==> config.mk <==
export PLATFORM = sky130hd
export DESIGN_NAME = fwd_hazard_unit
export DESIGN_NICKNAME = d
export VERILOG_FILES = /design/src/rtl/fwd_hazard_unit.sv
export SDC_FILE = /design/constraint.sdc
export NUM_CORES = 1
export LEC_CHECK = 0
export ABC_AREA = 1
export CAP_MARGIN = 20
export CORE_MARGIN = 2
export CORE_UTILIZATION = 30
export CTS_BUF_LIST = sky130_fd_sc_hd__clkbuf_8
export DETAILED_ROUTE_END_ITERATION = 8
export HOLD_SLACK_MARGIN = 0.12
export PLACE_DENSITY = 0.63
export SYNTH_ARGS = -nofsm -noshare
export SYNTH_HDL_FRONTEND = slang
export SYNTH_SLANG_ARGS = --single-unit
export TNS_END_PERCENT = 100
==> constraint.sdc <==
create_clock -name clk -period 3.4 [get_ports clk]
set_input_delay 1.02 -clock clk [delete_from_list [all_inputs] [get_ports clk]]
set_output_delay 1.02 -clock clk [all_outputs]
set_load 0.05 [all_outputs]
==> src/rtl/fwd_hazard_unit.sv <==
// EX operand forwarding and load-use stall detection driven by an internal destination-tag
// pipeline (EX..WB). Optional statistics counters are built when FWD_HAZ_STATS_EN is defined.
module fwd_hazard_unit #(
  parameter  int RADDR_W      = 5,
  parameter  int NSTG         = 3,
  parameter  int LOAD_FWD_STG = 3,
  localparam int FW           = $clog2(NSTG)
) (
  input  logic               clk,
  input  logic               rst_n,
  input  logic               id_valid,
  input  logic [RADDR_W-1:0] id_rs1_addr,
  input  logic [RADDR_W-1:0] id_rs2_addr,
  input  logic               id_rs1_used,
  input  logic               id_rs2_used,
  input  logic [RADDR_W-1:0] id_rd_addr,
  input  logic               id_reg_write,
  input  logic               id_mem_read,
  input  logic               hold,
  input  logic               flush,
  output logic               stall_id,
  output logic               ex_valid,
  output logic [FW-1:0]      fwd_a_ex,
  output logic [FW-1:0]      fwd_b_ex,
  output logic [15:0]        stat_stall_cnt,
  output logic [15:0]        stat_fwd_cnt
);

  logic               valid_q [1:NSTG];
  logic [RADDR_W-1:0] rd_q    [1:NSTG];
  logic               rw_q    [1:NSTG];
  logic               mr_q    [1:NSTG];
  logic [FW-1:0]      fwd_a_q, fwd_b_q;
  logic [FW-1:0]      fwd_a_d, fwd_b_d;
  logic [NSTG:1]      hit_a, hit_b;
  logic               load_hit;
  logic               load_en;

  genvar gi;
  generate
    for (gi = 1; gi <= NSTG; gi++) begin : g_hit
      assign hit_a[gi] = valid_q[gi] & rw_q[gi] & id_rs1_used & (id_rs1_addr != '0) &
                         (rd_q[gi] == id_rs1_addr);
      assign hit_b[gi] = valid_q[gi] & rw_q[gi] & id_rs2_used & (id_rs2_addr != '0) &
                         (rd_q[gi] == id_rs2_addr);
    end
  endgenerate

  // A load in slot k reaches stage k+1 during the consumer's EX; too early if before LOAD_FWD_STG.
  always_comb begin
    load_hit = 1'b0;
    for (int k = 1; k <= NSTG; k++) begin
      if ((k + 1 < LOAD_FWD_STG) && mr_q[k] && (hit_a[k] || hit_b[k])) load_hit = 1'b1;
    end
  end

  assign stall_id = id_valid & load_hit & ~flush;
  assign load_en  = id_valid & ~stall_id;

  // Descending scan so the youngest producer (smallest k) wins.
  always_comb begin
    fwd_a_d = '0;
    fwd_b_d = '0;
    for (int k = NSTG - 1; k >= 1; k--) begin
      if (hit_a[k]) fwd_a_d = FW'(k);
      if (hit_b[k]) fwd_b_d = FW'(k);
    end
    if (!load_en) begin
      fwd_a_d = '0;
      fwd_b_d = '0;
    end
  end

  always_ff @(posedge clk or negedge rst_n) begin
    if (!rst_n) begin
      for (int k = 1; k <= NSTG; k++) begin
        valid_q[k] <= 1'b0;
        rd_q[k]    <= '0;
        rw_q[k]    <= 1'b0;
        mr_q[k]    <= 1'b0;
      end
      fwd_a_q <= '0;
      fwd_b_q <= '0;
    end else begin
      if (!hold) begin
        for (int k = 2; k <= NSTG; k++) begin
          valid_q[k] <= valid_q[k-1];
          rd_q[k]    <= rd_q[k-1];
          rw_q[k]    <= rw_q[k-1];
          mr_q[k]    <= mr_q[k-1];
        end
      end
      if (flush) begin
        valid_q[1] <= 1'b0;
        rw_q[1]    <= 1'b0;
        mr_q[1]    <= 1'b0;
        fwd_a_q    <= '0;
        fwd_b_q    <= '0;
      end else if (!hold) begin
        valid_q[1] <= load_en;
        rd_q[1]    <= id_rd_addr;
        rw_q[1]    <= id_reg_write;
        mr_q[1]    <= id_mem_read;
        fwd_a_q    <= fwd_a_d;
        fwd_b_q    <= fwd_b_d;
      end
    end
  end

  assign ex_valid = valid_q[1];
  assign fwd_a_ex = fwd_a_q;
  assign fwd_b_ex = fwd_b_q;

`ifdef FWD_HAZ_STATS_EN
  logic [15:0] stall_cnt_q, fwd_cnt_q;
  logic [16:0] fwd_sum_d;

  assign fwd_sum_d = {1'b0, fwd_cnt_q} + 17'(fwd_a_d != '0) + 17'(fwd_b_d != '0);

  always_ff @(posedge clk or negedge rst_n) begin
    if (!rst_n) begin
      stall_cnt_q <= '0;
      fwd_cnt_q   <= '0;
    end else begin
      if (stall_id && !hold && (stall_cnt_q != 16'hFFFF)) stall_cnt_q <= stall_cnt_q + 16'd1;
      if (!hold && !flush) fwd_cnt_q <= fwd_sum_d[16] ? 16'hFFFF : fwd_sum_d[15:0];
    end
  end

  assign stat_stall_cnt = stall_cnt_q;
  assign stat_fwd_cnt   = fwd_cnt_q;
`else
  assign stat_stall_cnt = '0;
  assign stat_fwd_cnt   = '0;
`endif

endmodule
# Word level (Yosys, flattened, before mapping)
# Index checks and enable logic that the tools add are counted.
# Widths: inputs -> output; s select.
totals:
  ff_bits: 19
  latch_bits: 0
  ram_bits: 0
  rom_bits: 0
  inputBits: 24
  wordCells: 56
  n_memories: 0
op_classes:
  addsub: 0
  n_mul: 0
  div_mod_pow: 0
  order_cmp: 0
  eq_ne: 5
  shift: 0
  n_mux: 17
  bitwise: 20
  reduce_logical: 5
ops:
  columns: ["op", "count"]
  rows:
  - ["$eq 5x5->1", 4]
  - ["$mux 2", 10]
  - ["$and 1x1->1", 17]
  - ["$reduce_bool 5->1", 2]
  - ["$mux 1", 7]
  - ["$not 1->1", 3]
  - ["$ne 2x1->1 const B", 1]
  - ["$reduce_and 2->1", 1]
  - ["$logic_and 1x1->1", 1]
  - ["$logic_or 1x1->1", 1]

# Depth between registers and ports, before layout
# Gate-level depths: netlist (run 1).
logic_depth:
  ltp_word: 14
  depth_mapped: 11

# Worst setup path before layout (run 1)
# OpenSTA, ideal clock, no wires.
synth_path:
  path_kind: "input to output"
  start: "in id_rs2_addr[3]"
  end: "out stall_id"
  t_arrival_ps: 1862
  t_required_ps: 2380
  slack_ps: 518
  stages: 7
  path_cell_list: "xnor2_1 nand2_1 nor2_2 nand2_2 nand2_2 nand2_4 inv_1"
synth_between:
  elab_chain_cells: 8
  elab_cells_between_ends: 9
synth_lines:
  columns: ["element", "line_no", "rtl"]
  rows:
  - ["start, declared", "13", "input logic [RADDR_W-1:0] id_rs2_addr,"]
  - ["$reduce_bool 5->1", null, null]
  - ["$and 1x1->1", "44", "assign hit_b[gi] = valid_q[gi] & rw_q[gi] & id_rs2_used & (id_rs2_addr != '0) &"]
  - ["$and 1x1->1 (*)", "44", null]
  - ["$logic_or 1x1->1 (*)", "53", "if ((k + 1 < LOAD_FWD_STG) && mr_q[k] && (hit_a[k] || hit_b[k])) load_hit = 1'b1;"]
  - ["$logic_and 1x1->1 (*)", "53", null]
  - ["$mux 1 (*)", "53", null]
  - ["$and 1x1->1 (*) (2 in a row)", "57", "assign stall_id = id_valid & load_hit & ~flush;"]
  - ["end, declared", "21", "output logic stall_id,"]
# Every way passes the cells marked *; elsewhere a longest branch is shown, timed or not.

# Worst setup path in the final report (run 1)
layout_path:
  start: "in id_rs2_addr[2]"
  end: "out stall_id"
# Same word-level chain as after synthesis.

==> results.ini, run 1 <==
[setup_path]
r2r_end = ex_valid
crit_fanout = 3
cp-start-kind = input pin
crit_type = input pin to output port
rr_worst_depth = 11
r2r-start = rd_q[13]
required_ns = 2.38
crit_arrival_ns = 2.26
cp-end-kind = output port
rrSetupSlack_ns = 1.94

[layout]
final_core_util_pct = 39.6
antenna_cells = 0
nets = 287
drive_gt1_share_pct = 14.1
multi_input_area_sq_um = 803
fillers = 515
final_common_cell = nand2_1
fin_area_sq_um = 1910
syn2layout_area_growth_pct = 25.3
final_cells = 329
regArea_sq_um = 475
mostFrequentLayoutCells = nand2_1, conb_1, inv_1, clkdlybuf4s50_1

[die]
dieWidth_um = 75.2
start_util_pct = 31.6
die-area_sq_um = 5650
io_pins = 62
die_h_um = 75.2
coreArea_sq_um = 4820
num_rows = 25

[placement]
dpl_cell_area_sq_um = 1830
gp_congestion = 0.958
pre_cts_slack_ns = 0.00552
portBuffers = 29
hpwlAfterDp_um = 2700
placed_cells = 325

[synthesis]
avgSynthCellArea_sq_um = 6.76
seq_area_frac_synth_pct = 31.3
yosys-top-cells-area = dfrtp_1, nand2_1, buf_4
syn-cell-area_sq_um = 1520
synth_top_area_share_pct = 31.3
synth_cells = 225
synth_top_cell_by_area = dfrtp_1
synthDistinctLibCells = 23
ys.warnings.count = 0
synth.ff_latch_count = 19

[clocking]
cts-root-buf = clkbuf_8
worst_skew_pair.late_latency_ns = 0.26
cts_resized = 0
cts_max_level = 1
cts_buffer_depth = 2
cts.sink_count = 19
tritoncts = yes
clk_pin_slew_worst_paths_ns = 0.08
cts_setup_buffers = 0
numCtsBuffers = 3
ctsHoldBuffers = 0

[drt]
drt_first_pass_iters = 4
routed_via_density = 3.95
vias = 1300
drtIter0Drc = 27
post_drt_wl_per_cell_um = 9.71
remaining_drc_errors = 0
drt-total-wl_um = 3200
final_antenna_net_count = 0

[timing]
whs_ns = 0.486
hold_violations = 0
layout_min_cycle_time_ns = 3.28
clock_skew_ns = 0.00154
tns_ns = 0
rsz0062_at_grt = false
post-route-period-util_pct = 96.5
max_slew_margin_pct = 41.5
drv_slew = 0
max_freq_mhz = 305
timing_worst_slew_pin_value_ns = 0.874
finalSetupViolCount = 0
worst_slack_ns = 0.118

[grt]
grt-ovfl-total = 0
grt_pass1_vias = 1187
antenna_found_initial = 0
grt_max_degree = 20
grt_pass1_wl_um = 5130
grtUsageTotal_pct = 12.0

[outcome]
status = finished clean

[pwr]
p_leak_nw = 1.03
cellPowerDensity_nw_per_um2 = 348
total_power_uw = 664
peakVddDrop_v = 0.000180

[hold_path]
hold_depth = 2
min_from = fwd_b_ex[0]
hold_path_class = flop to flop
holdPathEnd = fwd_b_ex[0]

[flow_run]
drv_cap = 0

state kept, by name, indices dropped and copies added (netlist names):
| signal | flops |
|---|---|
| valid_q | 1 |
| fwd_b_ex | 2 |
| fwd_a_ex | 2 |
| mr_q | 1 |
| rw_q | 2 |
| rd_q | 10 |
| ex_valid | 1 |
critical path, stage by stage:
cell and delay [ns]:
clkdlybuf4s50_1 0.47, inv_2 0.10, nand2_1 0.05, nand2_1 0.07, nand2_1 0.07, nor2_2 0.10, nand2_2 0.06, nand2_2 0.08
nand2_4 0.05, inv_2 0.07, buf_12 0.13
layer usage:
layer	wire, um	GRT usage, %	share of wire, %
met1	1390	15.1	44
met2	1550	20.3	48
met3	219	3.35	6.9
met4	34	3.12	1.1
met5	0	0	0
where the power goes:
part,leakage (nW),total (mW),internal (mW),switching [mW]
Sequential,0.246,0.270,0.245,0.0242
Combinational,0.759,0.229,0.0725,0.157
Clock,0.0217,0.165,0.0826,0.0823
worst max path at each step:
stage	start	end	slack (ns)	cells past startpoint
finish	id_rs2_addr[2]	stall_id	0.12	11
global route	id_rs2_used	stall_id	0.03	10
CTS	id_rs2_addr[1]	stall_id	0.004	9
detailed placement	id_rs2_addr[1]	stall_id	0.006	9
global placement	id_rs1_addr[1]	stall_id	0.01	12
floorplan	id_rs2_addr[3]	stall_id	0.52	7
cell usage after synthesis:
cell type	count
buf_2	1
buf_4	32
clkbuf_1	1
clkbuf_2	1
clkinv_1	1
clkinv_2	1
conb_1	1
dfrtp_1	19
inv_1	23
inv_2	5
nand2_1	68
nand2_2	5
nand2_4	1
nand3_1	8
nand4_1	3
nor2_1	20
nor2_2	5
nor3_1	1
nor3_4	1
o21ai_0	15
o21ai_2	1
xnor2_1	10
xor2_1	2
layout make-up:
cell class              instances  area share, %
well taps                      67           4.40
flip-flops and latches         19           25.0
inverters                      30           5.98
clock buffers                   3           2.17
clock inverters                 1          0.394
multi-input cells             172           42.2
repair buffers                 37           20.0
kinds of logic (layout without fill, tap and decap cells):
kind of cell	Yosys count	count (layout)	synth area share [%]
AOI/OAI and AO/OA	16	16	5.51
xor gates and xnor gates	12	12	6.91
buffers and inverters	65	71	24.2
DFF	19	19	31.3
other	1	32	0.247
and+or+nand+nor	112	112	31.9
Power figures use the tool's default switching activity.
==> run 2: changes to the inputs <==
--- a/config.mk
+++ b/config.mk
@@ -10,9 +10,12 @@
 export CORE_MARGIN = 2
 export CORE_UTILIZATION = 30
 export CTS_BUF_LIST = sky130_fd_sc_hd__clkbuf_8
+export CTS_CLUSTER_SIZE = 14
 export DETAILED_ROUTE_END_ITERATION = 8
+export GPL_ROUTABILITY_DRIVEN = 0
 export HOLD_SLACK_MARGIN = 0.12
 export PLACE_DENSITY = 0.63
+export SETUP_SLACK_MARGIN = 0.15
 export SYNTH_ARGS = -nofsm -noshare
 export SYNTH_HDL_FRONTEND = slang
 export SYNTH_SLANG_ARGS = --single-unit
==> run 2 against run 1 <==
Effect of this change:
- worst hold slack about the same
- sequential share of layout area increased by 0.26 points
- maximum frequency increased by 3.8%
- via count increased by 0.54%
- global-route usage about the same
- first-iteration DRC count increased by 3.7%
- worst setup slack improved by 0.12 ns
- clock skew about the same
- die area unchanged
- critical path type unchanged
- critical endpoint unchanged
==> results.ini, run 2 (same netlist as run 1, synthesis figures left out) <==
[setup_path]
cp-endpoint = stall_id
cpPeakStageDelay_ns = 0.45
cp-end-kind = output port
r2r-start = rd_q[13]
required_ns = 2.38
path_buf_inv = 4
cp.depth = 6
cpMaxStageDelayCell = clkdlybuf4s50_1
crit_arrival_ns = 2.14
crit_fanout = 2
rrSetupSlack_ns = 1.96
rr_worst_depth = 11
cp_top_family = buffers and inverters
cp-start-kind = input pin
crit_path_start = id_valid
r2r_end = ex_valid
crit_type = input pin to output port
path_cells = clkdlybuf4s50_1 -> inv_1 -> nor3_1 -> nand2_4 -> inv_4 -> buf_12

[pwr]
p_leak_nw = 0.978
cellPowerDensity_nw_per_um2 = 350
total_power_uw = 659
peakVddDrop_v = 0.000181

[die]
coreArea_sq_um = 4820
dieWidth_um = 75.2
die-area_sq_um = 5650
num_rows = 25
die_h_um = 75.2
start_util_pct = 31.6
io_pins = 62

[drt]
drt_first_pass_iters = 4
final_antenna_net_count = 0
post_drt_wl_per_cell_um = 9.63
drtIter0Drc = 28
remaining_drc_errors = 0
vias = 1307
drt-total-wl_um = 3170
routed_via_density = 3.97

[grt]
antenna_found_initial = 0
grt-ovfl-total = 0
grt_max_degree = 20
grtUsageTotal_pct = 12.0
grt_pass1_vias = 1187
grt_pass1_wl_um = 5150

[clocking]
cts.sink_count = 19
numCtsBuffers = 3
worst_skew_pair.late_latency_ns = 0.26
tritoncts = yes
ctsHoldBuffers = 0
cts_max_level = 1
cts_setup_buffers = 0
cts-root-buf = clkbuf_8
clk_pin_slew_worst_paths_ns = 0.08
cts_buffer_depth = 2

[outcome]
status = finished clean

[layout]
fillers = 520
largest_reg_flops = 10
regArea_sq_um = 475
top_register = rd_q
mostFrequentLayoutCells = nand2_1, conb_1, dfrtp_1
syn2layout_area_growth_pct = 24.0
multi_input_area_sq_um = 808
final_common_cell = nand2_1
antenna_cells = 0
nets = 287
drive_gt1_share_pct = 15.3

[placement]
portBuffers = 29
hpwlAfterDp_um = 2700

[hold_path]
hold_path_class = flop to flop

[timing]
layout_min_cycle_time_ns = 3.16
max_freq_mhz = 316
drv_slew = 0
rsz0062_at_grt = false
timing_worst_slew_pin_value_ns = 0.874
finalSetupViolCount = 0
clock_skew_ns = 0.00143
tns_ns = 0
hold_violations = 0
post-route-period-util_pct = 93.0
max_slew_margin_pct = 41.6

[flow_run]
drv_cap = 0

[run 2: changes by cell type in the layout (fill, tap and decap cells not counted), moves of 2 or more]
cell             before  now
clkdlybuf4s50_1      20   16
dlymetal6s2s_1        8    2
inv_1                20   18
dlygate4sd2_1         0   10
[run 2: timing repair]
| action | 4_1_cts | 5_1_grt |
|---|---|---|
| setup endpoints to repair | 1 | 1 |
| resized for setup | 14 | 8 |
| pin swaps | 3 | 6 |
[run 2: final cells by class]
type / instances / share of cell area (%)
clock buffer: 3 / 2.19
clock inverter: 1 / 0.398
inverter: 30 / 6.17
multi-input combinational: 172 / 42.9
sequential: 19 / 25.2
tap: 67 / 4.45
timing repair buffer: 37 / 18.7
[run 2: report_power, final]
part	internal [mW]	switching [mW]
sequential	0.245	0.0235
combinational	0.0681	0.158
clock	0.0826	0.0821
[run 2: through the flow]
| step | utilization (%) | hold WS, ns | setup slack [ns] | std cells | instance area (sq um) |
|---|---|---|---|---|---|
| 3_3_place_gp | 37.9 | 0.465 | 0.0120 | 325 | 1830 |
| 2_1_floorplan | - | 0.453 | 0.518 | 256 | 1640 |
| 6_report | 39.1 | 0.486 | 0.237 | 329 | 1890 |
| 4_1_cts | 38.7 | 0.491 | 0.160 | 329 | 1870 |
| 5_1_grt | 39.1 | 0.505 | 0.162 | 329 | 1890 |
| 3_5_place_dp | 37.9 | 0.469 | 0.00552 | 325 | 1830 |
[run 2: worst min-delay path by stage]
| stage | from | end | slack, ns | cells after the start |
|---|---|---|---|---|
| 6_report | fwd_b_ex[0] | fwd_b_ex[0] | 0.49 | 2 |
| 3_5_place_dp | fwd_a_ex[1] | fwd_a_ex[1] | 0.47 | 2 |
| 4_1_cts | fwd_a_ex[1] | fwd_a_ex[1] | 0.49 | 2 |
| 5_1_grt | fwd_a_ex[1] | fwd_a_ex[1] | 0.51 | 2 |
| 2_1_floorplan | rw_q[1] | rw_q[1] | 0.45 | 2 |
| 3_3_place_gp | fwd_a_ex[1] | fwd_a_ex[1] | 0.46 | 2 |
[run 2: per-layer routing]
layer  up-vias  GRT usage [%]  wire (um)
met4         0           3.12         34
met5         -              0          0
met3         4           3.35        236
li1        688              -          -
met2        45           20.3       1530
met1       570           15.1       1370
[run 2: tightest hold or removal path, cell delays in order, from the launching register on]
cell and delay [ns]:
dfrtp_1 0.35, nand2_1 0.05, nand2_1 0.05
